<file path="src/rtl/fetch_entry_queue.sv">
// In-order fetch-entry buffer between I-cache responses and id_stage.
// Optional same-cycle bypass when empty: define FETCH_ENTRY_QUEUE_BYPASS_EN.
module fetch_entry_queue #(
    parameter int unsigned DEPTH = 4,
    parameter int unsigned VLEN  = 64
) (
    input  logic                     clk_i,
    input  logic                     rst_ni,
    input  logic                     flush_i,
    input  logic                     in_valid_i,
    output logic                     in_ready_o,
    input  logic [VLEN-1:0]          in_addr_i,
    input  logic [31:0]              in_instr_i,
    input  logic                     in_ex_i,
    output logic                     fetch_entry_valid_o,
    input  logic                     fetch_entry_ready_i,
    output logic [VLEN-1:0]          fetch_entry_addr_o,
    output logic [31:0]              fetch_entry_instr_o,
    output logic                     fetch_entry_ex_o,
    output logic [$clog2(DEPTH):0]   count_o,
    output logic [15:0]              drop_cnt_o
);

    localparam int unsigned AW = $clog2(DEPTH);
    localparam int unsigned CW = AW + 1;

    logic [VLEN-1:0] addr_q  [DEPTH];
    logic [31:0]     instr_q [DEPTH];
    logic [DEPTH-1:0] ex_q;

    logic [AW-1:0] rptr_q;
    logic [AW-1:0] wptr_q;
    logic [CW-1:0] count_q;
    logic [15:0]   drop_q;

    logic full;
    logic empty;
    logic bypass;
    logic push;
    logic pop;
    logic [16:0] drop_sum;

    assign full  = (count_q == CW'(DEPTH));
    assign empty = (count_q == '0);

`ifdef FETCH_ENTRY_QUEUE_BYPASS_EN
    assign bypass = rst_ni && empty && !flush_i
                 && in_valid_i && fetch_entry_ready_i;
`else
    assign bypass = 1'b0;
`endif

    // Ready ignores fetch_entry_ready_i so decode never reaches the I-cache.
    assign in_ready_o = rst_ni && !full && !flush_i;
    assign push = in_valid_i && in_ready_o && !bypass;

    assign fetch_entry_valid_o = rst_ni && !flush_i && (!empty || bypass);
    assign pop = fetch_entry_valid_o && fetch_entry_ready_i && !bypass;

    always_comb begin
        fetch_entry_addr_o  = '0;
        fetch_entry_instr_o = '0;
        fetch_entry_ex_o    = 1'b0;
        if (bypass) begin
            fetch_entry_addr_o  = in_addr_i;
            fetch_entry_instr_o = in_instr_i;
            fetch_entry_ex_o    = in_ex_i;
        end else if (rst_ni) begin
            fetch_entry_addr_o  = addr_q[rptr_q];
            fetch_entry_instr_o = instr_q[rptr_q];
            fetch_entry_ex_o    = ex_q[rptr_q];
        end
    end

    // Storage is deliberately left unreset.
    always_ff @(posedge clk_i) begin
        if (push) begin
            addr_q[wptr_q]  <= in_addr_i;
            instr_q[wptr_q] <= in_instr_i;
            ex_q[wptr_q]    <= in_ex_i;
        end
    end

    assign drop_sum = {1'b0, drop_q} + 17'(count_q);

    always_ff @(posedge clk_i or negedge rst_ni) begin
        if (!rst_ni) begin
            rptr_q  <= '0;
            wptr_q  <= '0;
            count_q <= '0;
            drop_q  <= '0;
        end else if (flush_i) begin
            rptr_q  <= '0;
            wptr_q  <= '0;
            count_q <= '0;
            drop_q  <= drop_sum[16] ? 16'hFFFF : drop_sum[15:0];
        end else begin
            if (push) wptr_q <= wptr_q + 1'b1;
            if (pop)  rptr_q <= rptr_q + 1'b1;
            if (push && !pop)
                count_q <= count_q + 1'b1;
            else if (pop && !push)
                count_q <= count_q - 1'b1;
        end
    end

    assign count_o    = count_q;
    assign drop_cnt_o = drop_q;

endmodule

</file>
<file path="config.mk">
export PLATFORM = sky130hd
export DESIGN_NAME = fetch_entry_queue
export DESIGN_NICKNAME = d
export VERILOG_FILES = /design/src/rtl/fetch_entry_queue.sv
export SDC_FILE = /design/constraint.sdc
export NUM_CORES = 1
export LEC_CHECK = 0
export ABC_AREA = 1
export CORE_AREA = 2 2 185 187
export CTS_CLUSTER_DIAMETER = 40
export CTS_CLUSTER_SIZE = 30
export DETAILED_ROUTE_END_ITERATION = 8
export DIE_AREA = 0 0 187 189
export PLACE_DENSITY_LB_ADDON = 0.05
export REMOVE_ABC_BUFFERS = 1
export SLEW_MARGIN = 20
export SYNTH_ARGS = -nofsm -noshare
export SYNTH_HDL_FRONTEND = slang
export SYNTH_SLANG_ARGS = --single-unit
</file>
<file path="constraint.sdc">
create_clock -name clk_i -period 4.9 [get_ports clk_i]
set_input_delay 1.225 -clock clk_i [delete_from_list [all_inputs] [get_ports clk_i]]
set_output_delay 1.225 -clock clk_i [all_outputs]
set_load 0.01 [all_outputs]
</file>
## Word-level counts from Yosys, hierarchy flattened

Memories as Yosys holds them, arrays and structs flattened.
Index checks and enable logic that the tools add are counted.

- Flip-flop bits (word level): 27
- Latch bits: 0
- RAM bits: 384
- Bits in read-only memories: 0
- Input bits: 102
- Output and inout port bits: 118
- Word-level logic and storage cells: 52
- Memories kept: 2

- $add $sub $neg: 5
- Multipliers: 0
- Div/mod/pow operators: 0
- Order comparisons: 3
- Equal/unequal tests: 1
- Shifts and indexed selects: 0
- Muxes and demuxes: 18
- Bitwise logic cells: 0
- Reductions and logical operators: 18

Memory list:

| name | words | width | rd ports | clocked after memory_dff | wr ports | RTL line | RTL |
|---|---|---|---|---|---|---|---|
| addr_q | 4 | 64 | 1 | 0 | 1 | 27 | `logic [VLEN-1:0] addr_q [DEPTH];` |
| instr_q | 4 | 32 | 1 | 0 | 1 | 28 | `logic [31:0] instr_q [DEPTH];` |

Operators by type and width:

| cell | number |
|---|---|
| two-way mux 64 bit | 1 |
| two-way mux 32 bit | 1 |
| adder 16 x 3 -> 17 bit | 1 |
| two-way mux 16 bit | 1 |
| logical AND 1 bit | 9 |
| two-way mux 3 bit | 3 |
| two-way mux 2 bit | 4 |
| < comparator 2 x 3 -> 1 bit (second input constant) | 2 |
| zero test 1 bit | 5 |
| two-way mux 1 bit | 5 |
| adder 2 x 1 -> 2 bit (second input constant) | 2 |
| bitwise mux 4 bit | 1 |
| nonzero test 2 bit | 2 |
| adder 3 x 1 -> 3 bit (second input constant) | 1 |
| equality test 3 bit (second input constant) | 1 |
| zero test 3 bit | 1 |
| nonzero test 3 bit | 1 |
| subtractor 3 x 1 -> 3 bit (second input constant) | 1 |
| binary-select mux 1 bit (select 2 bit) | 1 |
| demux 1 bit (select 2 bit) | 1 |
| >= comparator 2 x 1 -> 1 bit (second input constant) | 1 |

## Logic depth before layout (Yosys ltp)

- Depth after elaboration: 10
- Depth in mapped cells: 12
- Mapped depth without buffers: 12

## Worst setup path after synthesis

OpenSTA, ideal clock, no wires.

- Path type: input port to flip-flop
- From: input port rst_ni
- To: memory addr_q[0][0] (enable)
- Setup time: 554 ps
- Data arrival time: 5619 ps
- Required time: 4346 ps
- Slack: -1273 ps
- Stages: 4
- Path buffers: 0
- Cell sequence: inv_2 -> nor2_2 -> nand3_2 -> nor2_1

- Word-level cells in the longest chain between the ends: 5

RTL lines:

| item | RTL line | RTL |
|---|---|---|
| from (decl) | 8 | `input logic rst_ni,` |
| logical AND 1 bit (2 in a row) | 54 | `assign in_ready_o = rst_ni && !full && !flush_i;` |
| logical AND 1 bit | 55 | `assign push = in_valid_i && in_ready_o && !bypass;` |
| two-way mux 1 bit | 77 | `if (push) begin` |
| two-way mux 1 bit (implied by the code) | 78 | `addr_q[wptr_q] <= in_addr_i;` |
| to (decl) | 27 |  |

Every way passes these cells.

## Worst setup path in the final report

- From: register rptr_q[1]
- To: output port fetch_entry_addr_o[38]

- Word-level cells in the longest chain between the ends: 2

RTL lines:

| item | RTL line | RTL |
|---|---|---|
| from (decl) | 31 | `logic [AW-1:0] rptr_q;` |
| from (signal assigned) | 99 | `if (pop) rptr_q <= rptr_q + 1'b1;` |
| memory (4 x 64 bit) | n/a |  |
| two-way mux 64 bit | 68 | `end else if (rst_ni) begin` |
| to (decl) | 17 | `output logic [VLEN-1:0] fetch_entry_addr_o,` |

Every way passes these cells.

==> out/metrics.yaml <==
status: "finished clean"
htree_levels: 2
r2r-end: "addr_q[2][27]"
fillerInstances: 2613
clk_path_buf_depth: 3
drcViolationCount: 0
rows: 67
routed_wl_microns: 37300
synth_area_leaders: "edfxtp_1 71%, nor2_1 9.2%, o21ai_0 4.6%, dfrtp_1 3.5%, a21oi_1 3.0%"
power.density_nw_per_um2: 415
critPathLaunchType: "flip-flop"
cts.clk_slew.worst_paths_ps: 60
crit_path_frequent_cell: "buf_4"
r2r_slack_ps: 2750
hp-class: "reg2reg"
first_global_vias: 10400
max-cap-violations: 0
ys_seq_area_share_pct: 74.3
post_cts_buffers: 0
die_x_microns: 187
crit_cells: 6
layout-drive-gt1-share_pct: 8.69
setup_tns_ps: 0
power.leakage_nw: 7.26
finalMaxSlewViolations: 0
fmax_mhz: 230
rsz0062_at_grt: "false"
core_sq_um: 33300
grt_pass1_wl_microns: 57500
crit_fanout: 50
grt_max_degree: 197
synth_area_sq_um: 16400
hold_viol_final: 0
cts_resized: 0
start_util_pct: 49.4
crit_family: "buffers and inverters"
cts_buffers: 51
ff2ff_path_depth: 5
hold_depth: 2
drt.antenna.violating_nets: 0
irDropWorstVdd_mv: 0.369
r2r_start: "count_o[1]"
drt_first_pass_iters: 5
cp_cell_sequence: "buf_4 -> buf_4 -> nor2_1 -> o21ai_0 -> a21oi_1 -> clkdlybuf4s50_1"
syn_inst: 1341
wl_per_cell_microns: 18.2
hold_buffers: 0
nets: 1667
gp_congestion: 0.806
holdCritStartpoint: "drop_cnt_o[0]"
synth.distinct_cells: 31
yosys.area.top_type_share_pct: 70.8
finClkSkew_ps: 19.9
ys_warn_count: 0
min_to: "drop_cnt_o[0]"
dpl.hpwl_microns: 19800
cts_root_buf: "clkbuf_16"
tightest_slew_ps: 997
period_needed_ps: 4340
cts_tree: "yes"
worst_ep_arrival_time_ps: 3120
setup.worst_path.class: "reg2out"
areaGrowthSynthToFinish_pct: 26.9
seq_area_sq_um: 12200
num_vias: 10700
grt_use_total_pct: 20.7
finalCritPeriodShare_pct: 88.7
io_pins: 220
critPathBufInv: 3
cts.sinks: 411
setup_viol: 0
vias_per_cell: 5.24
die_area_sq_um: 35300
final_core_util_pct: 62.7
synth.avg_cell_area_sq_um: 12.3
required_ps: 3670
yosysTopAreaCell: "edfxtp_1"
io_buffers: 219
yosys_register_bits: 411
multi_input_area_sq_um: 3740
drt_iter0_markers: 883
fp.dieH_microns: 189
grt_overflow_total: 0
critPathMaxStageDelay_ps: 670
grt_antenna_before_repair: 3
relSlewSlack_pct: 33.6
slowest_stage: "buf_4"
clkLatencyLatePin_ps: 550
critPathCaptureType: "output pin"
cells by family after synthesis:
family          share of synthesized area (%)
simple gates                             12.5
flops                                    74.3
compound gates                           9.13
buf+inv                                  3.09
fa+ha+maj                               0.776
xor+xnor                                0.213
Yosys cell counts, drive strengths merged:
cell and number:
nand4 6, ha 7, a21oi 100, nor2 406, nand2 62, o21ai 200
dfrtp 23, clkinv 1, buf 36, inv 31, edfxtp 388, nand3b 1
nor3 3, nand3 28, fa 2, or2 2, xor2 3, clkbuf 41
xnor2 1
metrics by stage:
stage | worst slack (ps) | power [mW] | hold WS [ps] | cell area [sq um] | cells
2_1_floorplan | -2770 | 4.53 | 547 | 16100 | 1264
3_3_place_gp | 633 | 4.98 | 510 | 19100 | 1951
3_5_place_dp | 623 | 4.99 | 531 | 19100 | 1951
4_1_cts | 489 | 8.74 | 546 | 20900 | 2047
5_1_grt | 333 | 8.98 | 583 | 20900 | 2049
6_report | 556 | 8.67 | 545 | 20900 | 2050
tightest hold or removal path, stage by stage, from the launching register on:
cell	delay, ps
dfrtp_1	360
nand2_1	80
nand3_2	70
final cells by class:
type	count	share of cell area (%)
Antenna cell	3	0.0360
Clock buffer	53	6.15
Clock inverter	43	2.18
Inverter	32	0.599
Multi-Input combinational cell	821	17.9
Sequential cell	411	58.6
Tap cell	448	2.68
Timing Repair Buffer	239	11.8
placed cells by master, fill, tap and decap left out, types with 2 or more instances in the layout:
cell type	synthesis	routed
bufinv_16	0	4
nand2_1	58	58
diode_2	0	3
dfrtp_1	23	21
dfrtp_4	0	2
clkinvlp_4	0	4
nor2_1	401	397
clkbuf_1	31	2
inv_6	0	9
a21oi_1	100	100
nand4_1	6	6
inv_8	0	7
nor3_1	3	3
clkbuf_16	0	51
buf_4	7	10
nor2_4	1	5
xor2_1	3	3
inv_1	29	29
nor2_2	4	4
clkinv_1	0	3
nand2_2	4	4
edfxtp_1	388	388
o21ai_0	150	150
o21ai_1	50	50
clkinv_4	0	9
clkinv_2	1	7
buf_12	0	10
ha_1	7	7
nand3_2	8	8
nand3_1	19	19
clkdlybuf4s50_1	0	219
clkinv_8	0	2
fa_1	2	2
layer usage:
metal | vias up | GRT usage [%] | wire length [microns]
met3 | 65 | 4.89 | 2340
li1 | 5170 | - | -
met2 | 289 | 33.6 | 17400
met4 | 2 | 6.50 | 970
met5 | - | 0 | 12
met1 | 5212 | 27.9 | 16600
where the power goes:
part | switching [mW] | total (mW) | internal, mW | leakage, nW
sequential | 0.0622 | 4.02 | 3.96 | 3.79
combinational | 0.492 | 0.895 | 0.403 | 2.62
clock | 1.57 | 3.76 | 2.19 | 0.846
total | 2.12 | 8.67 | 6.55 | 7.26
how the worst max path moves through the flow:
stage	start	end	slack, ps
6_report	rptr_q[1]	fetch_entry_addr_o[38]	560
2_1_floorplan	rptr_q[0]	fetch_entry_addr_o[0]	-2770
3_3_place_gp	rst_ni	in_ready_o	630
5_1_grt	rptr_q[1]	fetch_entry_addr_o[38]	330
3_5_place_dp	rst_ni	in_ready_o	620
4_1_cts	rptr_q[1]	fetch_entry_addr_o[38]	490
state kept, by name, summed over array words and instances, names as in the netlist:
name        flops
ex_q            4
wptr_q          2
count_o         3
instr_q       128
addr_q        256
rptr_q          2
drop_cnt_o     16
No activity file was read; power rests on OpenSTA's default activity.
